[config.mk]
export PLATFORM = sky130hd
export DESIGN_NAME = decode_stage
export DESIGN_NICKNAME = d
export VERILOG_FILES = /design/src/rtl/riscv_pkg.sv /design/src/rtl/imm_gen.sv /design/src/rtl/decode_stage.sv
export SDC_FILE = /design/constraint.sdc
export NUM_CORES = 1
export LEC_CHECK = 0
export BUFFER_PORTS_ARGS = -buffer_cell sky130_fd_sc_hd__buf_2
export CAP_MARGIN = 20
export CORE_AREA = 2 2 128 130
export DETAILED_ROUTE_END_ITERATION = 8
export DIE_AREA = 0 0 130 132
export PLACE_DENSITY_LB_ADDON = 0.25
export RECOVER_POWER = 100
export SLEW_MARGIN = 30
export SYNTH_ARGS = -nofsm -noshare
export SYNTH_HDL_FRONTEND = slang
export SYNTH_HIERARCHICAL = 1
export SYNTH_SLANG_ARGS = --single-unit
[constraint.sdc]
create_clock -name clk -period 4.6 [get_ports clk]
set_input_delay 0.92 -clock clk [delete_from_list [all_inputs] [get_ports clk]]
set_output_delay 0.92 -clock clk [all_outputs]
set_load 0.05 [all_outputs]
[src/rtl/riscv_pkg.sv]
`default_nettype none
// ============================================================================
// Package  : riscv_pkg
// Brief    : RV32I opcodes, instruction field positions and decode helpers.
// Revision : 1.0
// ============================================================================
package riscv_pkg;

    localparam logic [6:0] c_OP_LOAD     = 7'b0000011;
    localparam logic [6:0] c_OP_MISC_MEM = 7'b0001111;
    localparam logic [6:0] c_OP_IMM      = 7'b0010011;
    localparam logic [6:0] c_OP_AUIPC    = 7'b0010111;
    localparam logic [6:0] c_OP_STORE    = 7'b0100011;
    localparam logic [6:0] c_OP_REG      = 7'b0110011;
    localparam logic [6:0] c_OP_LUI      = 7'b0110111;
    localparam logic [6:0] c_OP_BRANCH   = 7'b1100011;
    localparam logic [6:0] c_OP_JALR     = 7'b1100111;
    localparam logic [6:0] c_OP_JAL      = 7'b1101111;
    localparam logic [6:0] c_OP_SYSTEM   = 7'b1110011;

    localparam int c_REG_BITS     = 5;
    localparam int c_OPCODE_LSB   = 0;
    localparam int c_RD_LSB       = 7;
    localparam int c_FUNCT3_LSB   = 12;
    localparam int c_RS1_LSB      = 15;
    localparam int c_RS2_LSB      = 20;
    localparam int c_FUNCT7B5_BIT = 30;

    typedef enum logic [2:0] {
        IMM_I,
        IMM_S,
        IMM_B,
        IMM_U,
        IMM_J,
        IMM_NONE
    } imm_fmt_e;

    typedef struct packed {
        imm_fmt_e fmt;
        logic     writes_rd;
        logic     illegal;
    } dec_ctrl_t;

    // writes_rd is the format-level property; the rd != 0 gate is applied by the caller.
    function automatic dec_ctrl_t decode_ctrl(input logic [6:0] opcode);
        dec_ctrl_t c;
        c.fmt       = IMM_NONE;
        c.writes_rd = 1'b0;
        c.illegal   = 1'b0;
        case (opcode)
            c_OP_LOAD, c_OP_IMM, c_OP_JALR, c_OP_SYSTEM: begin
                c.fmt       = IMM_I;
                c.writes_rd = 1'b1;
            end
            c_OP_STORE:            c.fmt = IMM_S;
            c_OP_BRANCH:           c.fmt = IMM_B;
            c_OP_LUI, c_OP_AUIPC: begin
                c.fmt       = IMM_U;
                c.writes_rd = 1'b1;
            end
            c_OP_JAL: begin
                c.fmt       = IMM_J;
                c.writes_rd = 1'b1;
            end
            c_OP_REG:              c.writes_rd = 1'b1;
            c_OP_MISC_MEM:         c.fmt = IMM_NONE;
            default:               c.illegal = 1'b1;
        endcase
        return c;
    endfunction

endpackage
`default_nettype wire

[src/rtl/imm_gen.sv]
`default_nettype none
// ============================================================================
// Module   : imm_gen
// Brief    : Combinational RV32 immediate builder, sign-extended from bit 31.
// Revision : 1.0
// ============================================================================
module imm_gen
    import riscv_pkg::*;
(
    input  logic [31:7] instr,
    input  imm_fmt_e    fmt,
    output logic [31:0] imm
);

    always_comb begin
        imm = '0;
        case (fmt)
            IMM_I:   imm = {{20{instr[31]}}, instr[31:20]};
            IMM_S:   imm = {{20{instr[31]}}, instr[31:25], instr[11:7]};
            IMM_B:   imm = {{19{instr[31]}}, instr[31], instr[7], instr[30:25], instr[11:8], 1'b0};
            IMM_U:   imm = {instr[31:12], 12'b0};
            IMM_J:   imm = {{11{instr[31]}}, instr[31], instr[19:12], instr[20], instr[30:21], 1'b0};
            default: imm = '0;
        endcase
    end

endmodule
`default_nettype wire

[src/rtl/decode_stage.sv]
`default_nettype none
// ============================================================================
// Module   : decode_stage
// Brief    : RV32 decode: register-file addressing, writeback forwarding, ID/EX register.
// Revision : 1.0
// ============================================================================
module decode_stage
    import riscv_pkg::*;
#(
    parameter int WIDTH = 32,
    parameter int DEPTH = 32,
    localparam int AW = $clog2(DEPTH)
) (
    input  logic             clk,
    input  logic             rst_n,
    input  logic             if_valid,
    input  logic [31:0]      if_instr,
    input  logic [WIDTH-1:0] if_pc,
    output logic             id_ready,
    input  logic             flush,
    output logic [AW-1:0]    rf_regA,
    output logic [AW-1:0]    rf_regB,
    input  logic [WIDTH-1:0] rf_portA,
    input  logic [WIDTH-1:0] rf_portB,
    input  logic             wb_en,
    input  logic [AW-1:0]    wb_rd,
    input  logic [WIDTH-1:0] wb_data,
    output logic             ex_valid,
    input  logic             ex_ready,
    output logic [WIDTH-1:0] ex_pc,
    output logic [WIDTH-1:0] ex_rs1_data,
    output logic [WIDTH-1:0] ex_rs2_data,
    output logic [WIDTH-1:0] ex_imm,
    output logic [AW-1:0]    ex_rd,
    output logic [6:0]       ex_opcode,
    output logic [2:0]       ex_funct3,
    output logic             ex_funct7b5,
    output logic             ex_reg_write,
    output logic             ex_illegal
);

    logic             w_load;
    dec_ctrl_t        w_ctrl;
    logic [AW-1:0]    w_rd;
    logic             w_reg_write;
    logic [31:0]      w_imm;

    logic             r_valid;
    logic [WIDTH-1:0] r_pc;
    logic [WIDTH-1:0] r_imm;
    logic [AW-1:0]    r_rd;
    logic [6:0]       r_opcode;
    logic [2:0]       r_funct3;
    logic             r_funct7b5;
    logic             r_reg_write;
    logic             r_illegal;
    logic [AW-1:0]    r_rs1;
    logic [AW-1:0]    r_rs2;
    logic             r_fwd_va;
    logic             r_fwd_vb;
    logic [WIDTH-1:0] r_fwd_da;
    logic [WIDTH-1:0] r_fwd_db;

    assign id_ready    = !r_valid || ex_ready;
    assign w_load      = if_valid && id_ready && !flush;
    assign w_ctrl      = decode_ctrl(if_instr[c_OPCODE_LSB +: 7]);
    assign w_rd        = if_instr[c_RD_LSB +: c_REG_BITS];
    assign w_reg_write = w_ctrl.writes_rd && (w_rd != '0);

    imm_gen u_imm_gen (
        .instr (if_instr[31:7]),
        .fmt   (w_ctrl.fmt),
        .imm   (w_imm)
    );

    // While stalled the held rs addresses are re-presented so the file keeps re-reading.
    assign rf_regA = w_load ? if_instr[c_RS1_LSB +: c_REG_BITS] : r_rs1;
    assign rf_regB = w_load ? if_instr[c_RS2_LSB +: c_REG_BITS] : r_rs2;

    always_ff @(posedge clk) begin
        if (!rst_n) begin
            r_valid     <= 1'b0;
            r_pc        <= '0;
            r_imm       <= '0;
            r_rd        <= '0;
            r_opcode    <= '0;
            r_funct3    <= '0;
            r_funct7b5  <= 1'b0;
            r_reg_write <= 1'b0;
            r_illegal   <= 1'b0;
            r_rs1       <= '0;
            r_rs2       <= '0;
            r_fwd_va    <= 1'b0;
            r_fwd_vb    <= 1'b0;
            r_fwd_da    <= '0;
            r_fwd_db    <= '0;
        end else begin
            // The file returns pre-write data on a same-edge write; capture it here instead.
            r_fwd_va <= wb_en && (wb_rd != '0) && (wb_rd == rf_regA);
            r_fwd_vb <= wb_en && (wb_rd != '0) && (wb_rd == rf_regB);
            r_fwd_da <= wb_data;
            r_fwd_db <= wb_data;

            if (flush)
                r_valid <= 1'b0;
            else if (w_load)
                r_valid <= 1'b1;
            else if (ex_ready)
                r_valid <= 1'b0;

            if (w_load) begin
                r_pc        <= if_pc;
                r_imm       <= w_imm;
                r_rd        <= w_reg_write ? w_rd : '0;
                r_opcode    <= if_instr[c_OPCODE_LSB +: 7];
                r_funct3    <= if_instr[c_FUNCT3_LSB +: 3];
                r_funct7b5  <= if_instr[c_FUNCT7B5_BIT];
                r_reg_write <= w_reg_write;
                r_illegal   <= w_ctrl.illegal;
                r_rs1       <= if_instr[c_RS1_LSB +: c_REG_BITS];
                r_rs2       <= if_instr[c_RS2_LSB +: c_REG_BITS];
            end
        end
    end

    assign ex_valid     = r_valid;
    assign ex_pc        = r_pc;
    assign ex_imm       = r_imm;
    assign ex_rd        = r_rd;
    assign ex_opcode    = r_opcode;
    assign ex_funct3    = r_funct3;
    assign ex_funct7b5  = r_funct7b5;
    assign ex_reg_write = r_reg_write;
    assign ex_illegal   = r_illegal;

    // Operands are zeroed without a valid bundle so reset leaves every ex_* output at 0.
    assign ex_rs1_data = !r_valid ? '0 : (r_fwd_va ? r_fwd_da : rf_portA);
    assign ex_rs2_data = !r_valid ? '0 : (r_fwd_vb ? r_fwd_db : rf_portB);

endmodule
`default_nettype wire
---- Yosys cells after proc, flatten, opt, wreduce, memory -nomap -nowiden ----
Cells that the tools add are included.
storage, ports and cells
  output and inout bits ................... 158
  logic and storage cells ................. 63
  flip-flop bits (word level) ............. 127
  bits of input ports ..................... 171
cells by class
  reductions and logical operators ........ 18
  multiplexer cells ....................... 13
  equal/unequal tests ..................... 17
  bitwise logic cells ..................... 1
operator list
  operator                                                                number
  32-bit one-hot mux with 5 select lines                                  1
  32-bit two-way mux                                                      4
  7-bit equality test (second input constant)                             4
  7-bit by 6-bit equality test with 1-bit output (second input constant)  3
  5-bit two-way mux                                                       3
  3-bit one-hot mux with 5 select lines                                   1
  7-bit by 5-bit equality test with 1-bit output (second input constant)  2
  11-bit OR reduction                                                     1
  5-bit equality test                                                     2
  5-bit nonzero test                                                      2
  8-bit OR reduction                                                      1
  7-bit by 2-bit equality test with 1-bit output (second input constant)  1
  7-bit by 4-bit equality test with 1-bit output (second input constant)  1
  3-bit by 2-bit equality test with 1-bit output (second input constant)  2
  1-bit logical AND                                                       6
  1-bit two-way mux                                                       4
  2-bit OR reduction                                                      2
  4-bit OR reduction                                                      1
  3-bit by 1-bit equality test with 1-bit output (second input constant)  1
  3-bit equality test (second input constant)                             1
  3-bit zero test                                                         1
  1-bit zero test                                                         2
  2-bit nonzero test                                                      1
  1-bit logical OR                                                        1
  1-bit NOT                                                               1

---- Logic depth before layout (Yosys ltp) ----
Gate-level depths: netlist (run 1).
  depth in word-level cells ............... 7
  mapped depth ............................ 12
  mapped depth without buffers ............ 9

---- Hierarchy ----
The synthesis (run 1) kept the hierarchy.
modules (own cells, without submodules)
  module        cells each  seq. area each (µm²)  area an instance (µm²)  times used
  decode_stage  682         2542.4                5904.4                  1
  imm_gen       94          0.0                   540.5                   1

---- Worst setup path after synthesis (run 1) ----
Ideal clock, no wire load.
  path type ............................... input-to-output
  start point ............................. input port ex_ready
  end point ............................... output port rf_regA[0]
  cell stages on the path ................. 7
  path slack .............................. 1.678 ns
  buffers on the path ..................... 2
  data required time ...................... 3.680 ns
  arrival time ............................ 2.002 ns
  path through ............................ nor2b_4 inv_2 nand3b_1 buf_6 buf_4 nand2_1 nand2_1
on the way
  longest elaborated chain between the ends .. 4
ends and longest elaborated chain
  item                             line                RTL
  start, declared                  decode_stage.sv:29  input logic ex_ready,
  1-bit logical OR                 decode_stage.sv:64  assign id_ready = !r_valid || ex_ready;
  via id_ready                     decode_stage.sv:19  output logic id_ready,
  1-bit logical AND (2 in series)  decode_stage.sv:65  assign w_load = if_valid && id_ready && !flush;
  5-bit two-way mux                --
  end, declared                    decode_stage.sv:21  output logic [AW-1:0] rf_regA,
The timed path passes the listed nets, and every way through them passes these cells.

---- Final worst setup path (run 1) ----
  start point ............................. register r_valid, in the netlist ex_valid
  end point ............................... output port ex_rs1_data[11]
on the way
  longest elaborated chain between the ends .. 1
ends and longest elaborated chain
  item                    line                 RTL
  start, declared         decode_stage.sv:48   logic r_valid;
  start signal, assigned  decode_stage.sv:82   r_valid <= 1'b0;
  start signal, assigned  decode_stage.sv:105  r_valid <= 1'b0;
  start signal, assigned  decode_stage.sv:107  r_valid <= 1'b1;
  32-bit two-way mux      decode_stage.sv:137  assign ex_rs1_data = !r_valid ? '0 : (r_fwd_va ? r_fwd_da : rf_portA);
  end, declared           decode_stage.sv:31   output logic [WIDTH-1:0] ex_rs1_data,
No other way between the ends.

==> results.ini, run 1 <==
[status]
status=finished with violations
violations=max-capacitance violations, max-slew violations

[sta]
fin_skew_ns=0.0104
max_slew_margin_pct=-99.4
period_needed_ns=3.88
slew_violations=153
hold_violations=0
rsz0062_at_grt=no
final-setup-viol-count=0
fin_crit_sh_pct=84.3
fin_setup_tns_ns=0
tightest_slew_ns=2.99
max_freq_mhz=258

[worst_setup_path]
cp-start-kind=flop
rrSetupSlack_ns=2.38
critPathMaxFanout=65
setup.worst_path.end=ex_rs1_data[11]
reg2reg_depth=5
critPathKind=reg2out
crit_chain=clkbuf_1 -> nor2b_1 -> clkbuf_1
crit_required_ns=3.68
crit_cells=3
worstPathArrival_ns=2.96
crit_path_top_delay_cell=clkbuf_1
r2r-start=ex_valid
r2r_end=ex_illegal
cp_top_family=buffers and inverters
crit_path_max_incr_delay_ns=1.41
cp_num_buf_inv=2
path_common_cell=clkbuf_1
endpoint_kind=primary output
cp-startpoint=ex_valid

[clock_network]
clk_pin_slew_ns=0.06
clock_path_buffers=2
holdBufCountCts=0
worst_skew_pair.late_latency_ns=0.41
cts_tree=yes
cts_sinks=127
post_cts_buffers=0
cts_inserted_buffers=17
root_buffer=clkbuf_16
htree_levels=4
cts_resized=0

[route]
ant_nets=0
vias_per_cell=4.79
dr.pass1.iters=6
drt-initial-drc-count=286
vias=6212
drt-total-wl_um=20200
detail_route.wl_per_cell_um=15.6
drcViolationCount=0

[layout]
final_area_um2=8510
area_delta_synth_final_pct=32.1
layout.nets=1235
seqCellArea_um2=2550
layout-drive-gt1-share_pct=22.1
multi_input_area_um2=3550
fillers=1627

[floorplanning]
fp.dieH_um=132
floorplan.initialDensity_pct=41.0
num_rows=46
die_w_um=130
ios=329
core-area_um2=15700
die_area_um2=17200

[yosys]
syn_inst=776
synth_edf_count=0
synth_seq_area_share_pct=39.4
synthFlopType=dfxtp_1
avgSynthCellArea_um2=8.31
ys_warn_count=6
synth_seq_cells=127
synth_nets=947
async_flop_share_pct=0
synthesis.area_um2=6440
synth.distinct_cells=48

[power_and_ir_drop]
power.total_mw=2.99
ir_worst_vdd_mv=0.239
swShare_pct=28.9
combPwrFrac_pct=15.9
powerDensity_nw_per_um2=351
pwr-share-seq_pct=39.0
p_int_mw=2.12
p_clk_share_pct=45.0
power_switching_uw=863
p_leak_nw=3.38

[placement]
port_buffers=328
gp_congestion=0.830
dpl.hpwl_um=14600
placed_area_um2=8100

[worst_hold_path]
hold_path.class=reg2reg

[global_routing]
grt_first_pass_wirelength_um=30300
antenna_found_initial=3
grt_pass1_vias=5805
grt_max_degree=87
grtUsageTotal_pct=22.5
grt_remaining_overflow=0

[job]
cap_violations=2

## cell usage after synthesis, drive strengths merged (2+ instances only)
cell type	number	area (um^2)
a2111oi	4	53.8
a21boi	75	563
a21oi	20	100
a32o	6	60.1
and2	40	250
and2b	2	15.0
buf	30	179
clkbuf	35	131
dfxtp	127	2540
inv	12	45.0
mux2	4	45.0
mux2i	72	721
nand2	200	751
nand2b	6	45.0
nand3	6	30.0
nor2	7	26.3
nor2b	77	489
nor3	5	25.0
nor3b	3	33.8
nor4	2	18.8
o21ai	3	15.0
o22ai	13	81.3
or2	4	25.0
xnor2	3	26.3
xor2	8	70.1
## layer usage
layer  vias to the layer above  global-route usage [%]  routed length, um
li1                       3129                       -                  -
met1                      2825                    25.1               8190
met2                       229                    39.5               9940
met3                        29                    7.43               1650
met4                         0                    8.24                412
met5                         -                       0                  0
## worst min-delay path by stage
| stage | slack [ns] | startpoint | end | cells after the start |
|---|---|---|---|---|
| 2_1_floorplan | 0.52 | r_rs1[1] | r_rs1[1] | 2 |
| 3_3_place_gp | 0.44 | ex_pc[17] | ex_pc[17] | 2 |
| 3_5_place_dp | 0.44 | ex_pc[6] | ex_pc[6] | 2 |
| 4_1_cts | 0.45 | ex_pc[6] | ex_pc[6] | 2 |
| 5_1_grt | 0.48 | ex_pc[22] | ex_pc[22] | 2 |
| 6_report | 0.46 | ex_pc[6] | ex_pc[6] | 2 |
## power groups by stage
stage,Combinational [mW],Clock (mW),Sequential (mW)
floorplan,0.259,0,1.26
detailed placement,0.491,0,1.19
finish,0.476,1.34,1.17
global placement,0.488,0,1.19
global route,0.512,1.43,1.17
CTS,0.493,1.38,1.17
## registers in the layout (all words and copies together), names as in the netlist, 3 cells and up
register   flops
r_fwd_db      32
ex_pc         32
ex_imm        32
ex_opcode      7
ex_rd          5
ex_funct3      3
r_rs2          5
r_rs1          5
## worst min-delay path: stages (launching register included)
cell and delay, ns:
dfxtp_1 0.31, nand2_1 0.04, a21boi_0 0.06
## cells by family (layout without fill, tap and decap cells)
group	count (synthesis)	in the layout	share of synthesized area, %
DFF	127	127	39.4
muxes	76	76	11.9
other	0	3	0
AOI/OAI and AO/OA	128	128	14.5
and+or+nand+nor	356	356	27.0
xor gates and xnor gates	11	11	1.49
buffers and inverters	77	378	5.51
adders and majority gates	1	1	0.175
## final cells by class
type,instances,share of cell area (%)
sequential,127,30.0
inverter,12,0.529
clock inverter,12,1.56
clock buffer,20,5.36
tap,216,3.17
multi-input combinational,572,41.7
timing repair buffer,334,17.6
antenna,3,0.0882
## layout by cell type (no fill, tap or decap), drive strengths merged, types with 3 or more instances in the layout
cell and instances:
and2 40, nor3 5, mux2 4, nand3 6
a21boi 75, dfxtp 127, diode 3, clkinvlp 4
a2111oi 4, nor2 7, a21oi 20, nand2b 6
o21ai 3, nand2 200, inv 16, a32o 6
xor2 8, or2 4, xnor2 3, nor2b 77
o22ai 13, mux2i 72, buf 187, nor3b 3
clkbuf 167
## through the flow
step	hold WS [ns]	worst slack, ns	instances	utilization (%)
after floorplan	0.517	1.68	776	-
after global placement	0.438	1.09	1261	51.6
after detailed placement	0.443	1.10	1261	51.6
after CTS	0.451	1.10	1293	55.3
after global routing	0.480	0.476	1296	54.2
final	0.461	0.720	1296	54.2
Power figures use the tool's default switching activity.
==> run 2: changes to the inputs <==
Settings changed: CORE_AREA 2 2 128 130 to unset, CORE_MARGIN set to 2, CORE_UTILIZATION set to 42, DIE_AREA 0 0 130 132 to unset.
Clock period 4.6 ns to 3.25 ns, I/O delays scaled along.
==> results.ini, run 2 (same netlist as run 1, synthesis figures left out) <==
[power_and_ir_drop]
powerDensity_nw_per_um2=515
ir_worst_vdd_mv=0.298
p_leak_nw=3.47
power.total_mw=4.43

[layout]
final_cell_mix=nand2_1 (200), buf_2 (175), clkbuf_1 (138)
final_common_cell=nand2_1
layout.nets=1242
final_area_um2=8600
fillers=1513
layout-drive-gt1-share_pct=23.2
area_delta_synth_final_pct=33.5

[route]
ant_nets=0
detail_route.wl_per_cell_um=15.2
vias_per_cell=4.86
drcViolationCount=0
drt-initial-drc-count=367
dr.pass1.iters=4
drt-total-wl_um=19500
vias=6211

[worst_setup_path]
worstPathArrival_ns=2.25
setup.worst_path.end=rf_regB[2]
crit_required_ns=2.60
critPathKind=reg2out
crit_path_top_delay_cell=nor3b_2
endpoint_kind=primary output
rrSetupSlack_ns=0.51
reg2reg_depth=5
crit_chain=nor2b_1 -> nor3b_2 -> mux2i_1 -> inv_1 -> clkbuf_2
critPathMaxFanout=7
r2r-start=ex_valid
cp-startpoint=ex_valid
r2r_end=ex_imm[31]
cp-start-kind=flop
crit_path_max_incr_delay_ns=0.63

[sta]
fin_setup_tns_ns=0
fin_skew_ns=0.00505
layout_setup_ws_ns=0.346
period_needed_ns=2.90
hold_violations=0
fin_crit_sh_pct=89.3
final-setup-viol-count=0
max_freq_mhz=344
rsz0062_at_grt=no
tightest_slew_ns=1.49
max_slew_margin_pct=0.631
slew_violations=0

[global_routing]
grt_max_degree=81
antenna_found_initial=5
grt_first_pass_wirelength_um=29800
grtUsageTotal_pct=23.2
grt_remaining_overflow=0
grt_pass1_vias=5778

[clock_network]
holdBufCountCts=0
post_cts_buffers=0
cts_tree=yes
clock_path_buffers=2
worst_skew_pair.late_latency_ns=0.41
root_buffer=clkbuf_16
cts_inserted_buffers=17
htree_levels=4
cts_resized=0
cts_sinks=127
clk_pin_slew_ns=0.06

[floorplanning]
die_area_um2=16400
fp.dieH_um=128
ios=329
num_rows=45
core-area_um2=15100
die_w_um=128
floorplan.initialDensity_pct=42.7

[worst_hold_path]
hold_path.class=in2reg

[placement]
pre_cts_ws_ns=0.384
gp_congestion=0.827
placed_area_um2=8130
dpl.hpwl_um=14300
port_buffers=328

[status]
status=finished with violations
violations=max-capacitance violations

[job]
cap_violations=1

[run 2: cell count changes in the layout (fill, tap and decap cells not counted), moves of 6 or more]
| cell | delta |
|---|---|
| and2_1 | -6 |
| and2_0 | +6 |
| clkbuf_1 | -9 |
| clkbuf_2 | +19 |
| buf_2 | -8 |
[run 2: how the worst min path moves through the flow]
stage	startpoint	end	slack, ns	cells past startpoint
after global placement	ex_funct3[1]	ex_funct3[1]	0.44	2
after CTS	wb_data[6]	r_fwd_db[6]	0.42	2
after detailed placement	ex_pc[28]	ex_pc[28]	0.44	2
final	wb_data[12]	r_fwd_db[12]	0.44	2
after floorplan	r_rs1[1]	r_rs1[1]	0.52	2
after global routing	wb_data[19]	r_fwd_db[19]	0.42	2
[run 2: power by group]
part	total [mW]	internal, mW	switching, mW	leakage [nW]
Sequential	1.65	1.62	0.0321	1.04
Clock	2.11	1.40	0.706	0.311
Combinational	0.675	0.218	0.457	2.12
[run 2: stage by stage]
| step | util [%] | instances | hold slack [ns] |
|---|---|---|---|
| 4_1_cts | 58.3 | 1272 | 0.425 |
| 3_5_place_dp | 53.9 | 1240 | 0.442 |
| 6_report | 57.0 | 1278 | 0.442 |
| 5_1_grt | 57.0 | 1277 | 0.417 |
| 2_1_floorplan | - | 776 | 0.517 |
| 3_3_place_gp | 53.9 | 1240 | 0.437 |
[run 2: critical path, delay by kind of cell (launching register included)]
| kind | cells | cell delay (ns) |
|---|---|---|
| muxes | 1 | 0.42 |
| and+or+nand+nor | 2 | 0.79 |
| DFF | 1 | 0.31 |
| buffers and inverters | 2 | 0.32 |
[run 2: layout make-up]
class                   instances  area [um^2]  share of cell area (%)
well taps                     188          235                    2.73
repair buffers                341         1570                    18.2
flip-flops and latches        127         2540                    29.6
inverters                      12         45.0                   0.524
clock buffers                  19          453                    5.26
multi-input cells             572         3530                    41.1
clock inverters                13          211                    2.46
diodes                          6         15.0                   0.175
[run 2: routing by layer]
metal	wire, um	vias up	track usage [%]
met4	448	0	8.86
met5	0	-	0
met3	1540	29	8.56
li1	-	3156	-
met2	9520	231	39.4
met1	7960	2795	26.8
==> run 3: changes to the inputs <==
Settings changed: ABC_AREA set to 1, CORE_AREA set to 2 2 127 129, CORE_MARGIN 2 to unset, CORE_UTILIZATION 42 to unset, DIE_AREA set to 0 0 129 131.
Clock period 3.25 ns to 2.7 ns, I/O delays scaled along.
==> results.ini, run 3 <==
[status]
status=finished, final reports clean

[sta]
final-setup-viol-count=0
slew_violations=0
fin_crit_sh_pct=93.5
rsz0062_at_grt=no
fin_skew_ns=0.00850
period_needed_ns=2.52
whs_ns=0.310
fin_setup_tns_ns=0
hold_violations=0
tightest_slew_ns=1.18
layout_setup_ws_ns=0.176
max_freq_mhz=396
max_slew_margin_pct=21.6

[route]
detail_route.wl_per_cell_um=14.3
vias_per_cell=4.64
ant_nets=0
drt-total-wl_um=20900
drt-initial-drc-count=387
drcViolationCount=0
dr.pass1.iters=5
vias=6775

[layout]
final_cells=1460
final_common_cell=nor2_1
post-route-util_pct=52.9
layout-drive-gt1-share_pct=23.7
final_area_um2=8260
layout.nets=1401
final_cell_mix=nor2_1 (306), buf_2 (171), o21ai_0 (147)
area_delta_synth_final_pct=35.7

[yosys]
synthFlopType=dfxtp_1
post-synth-top-count-cell=nor2_1
synthesis.area_um2=6080
synth_edf_count=0
ys_top_cells_by_count=nor2_1 (305), o21ai_0 (145), dfxtp_1 (127)
avgSynthCellArea_um2=6.58
ys_warn_count=6
yosys.area.top_type=dfxtp_1
synth_seq_cells=127
synth_seq_area_share_pct=41.8
syn_inst=925
async_flop_share_pct=0
synth_top_area_share_pct=41.8
synth_nets=1096
synth.distinct_cells=28
ys_top_cells_by_area=dfxtp_1 (42%), nor2_1 (19%), o21ai_0 (12%)

[clock_network]
clock_path_buffers=2
cts_resized=0
root_buffer=clkbuf_16
htree_levels=4
holdBufCountCts=0
post_cts_buffers=0
worst_skew_pair.late_latency_ns=0.41
cts_inserted_buffers=17
clk_pin_slew_ns=0.05
cts_tree=yes
cts_sinks=127

[floorplanning]
fp.dieH_um=131
ios=329
floorplan.initialDensity_pct=39.0
die_w_um=129
num_rows=46
core-area_um2=15600
die_area_um2=16900

[placement]
gp_congestion=0.800
dpl.hpwl_um=15700
port_buffers=328
dpl.cell_count=1427
pre_cts_ws_ns=0.163
placed_area_um2=7840

[power_and_ir_drop]
power_switching_mw=1.64
powerDensity_nw_per_um2=656
power.total_mw=5.42
combPwrFrac_pct=19.5
p_int_mw=3.78
pwr-share-seq_pct=37.8
ir_worst_vdd_mv=0.454
p_clk_share_pct=42.7
swShare_pct=30.2
p_leak_nw=4.33

[worst_setup_path]
reg2reg_depth=8
rrSetupSlack_ns=0.57
critPathMaxFanout=32
critPathKind=reg2out
crit_required_ns=2.16
worstPathArrival_ns=1.98
r2r_end=ex_rd[3]
r2r-start=ex_valid
cp-start-kind=flop
endpoint_kind=primary output
cp-startpoint=r_fwd_vb

[worst_hold_path]
hold_path.class=in2reg
min_to=r_fwd_db[23]
min_path_cells=3
min_from=wb_data[23]

[global_routing]
grt_remaining_overflow=0
grt_first_pass_wirelength_um=30100
antenna_found_initial=4
grt_pass1_vias=5653
grt_max_degree=69
grtUsageTotal_pct=23.2

[job]
cap_violations=0

==> run 3: cells by family (layout without fill, tap and decap cells) <==
family / after synthesis / after routing / share of synthesized area, %
xor gates and xnor gates: 3 / 3 / 0.432
and+or+nand+nor: 492 / 492 / 34.0
AOI/OAI and AO/OA: 170 / 170 / 14.5
DFF: 127 / 127 / 41.8
other: 0 / 4 / 0
buffers and inverters: 133 / 448 / 9.30
==> run 3: area by class of cell <==
cell class | count | area (um^2)
Clock buffer | 23 | 488
Fill cell | 1678 | 7340
Inverter | 74 | 278
Multi-Input combinational cell | 665 | 2920
Antenna cell | 4 | 10.0
Timing Repair Buffer | 345 | 1640
Tap cell | 216 | 270
Sequential cell | 127 | 2540
Clock inverter | 6 | 108
==> run 3: routing by layer <==
metal / track usage (%) / vias to the layer above / wire length [um]
li1: - / 3525 / -
met1: 27.1 / 3022 / 8660
met2: 39.1 / 201 / 10200
met3: 8.55 / 27 / 1660
met4: 8.63 / 0 / 442
met5: 0 / - / 0
==> run 3: power by group through the flow <==
stage / combinational (mW) / clock (mW) / sequential, mW
finish: 1.06 / 2.32 / 2.05
global route: 1.15 / 2.44 / 2.06
floorplan: 0.484 / 0 / 2.34
global placement: 1.08 / 0 / 2.08
detailed placement: 1.09 / 0 / 2.08
CTS: 1.09 / 2.37 / 2.04
==> run 3: worst max path at each step <==
stage                      end  slack (ns)
3_3_place_gp        ex_imm[27]        0.23
2_1_floorplan  ex_rs1_data[10]        0.24
4_1_cts             rf_regA[3]        0.28
5_1_grt        ex_rs1_data[13]        0.11
6_report        ex_rs2_data[6]        0.18
3_5_place_dp        ex_imm[25]        0.16
==> run 3: worst max-delay path: stages (launching register included) <==
cell	delay [ns]
dfxtp_1	0.32
clkbuf_2	0.50
o21ai_0	0.26
nor2_1	0.18
buf_2	0.29
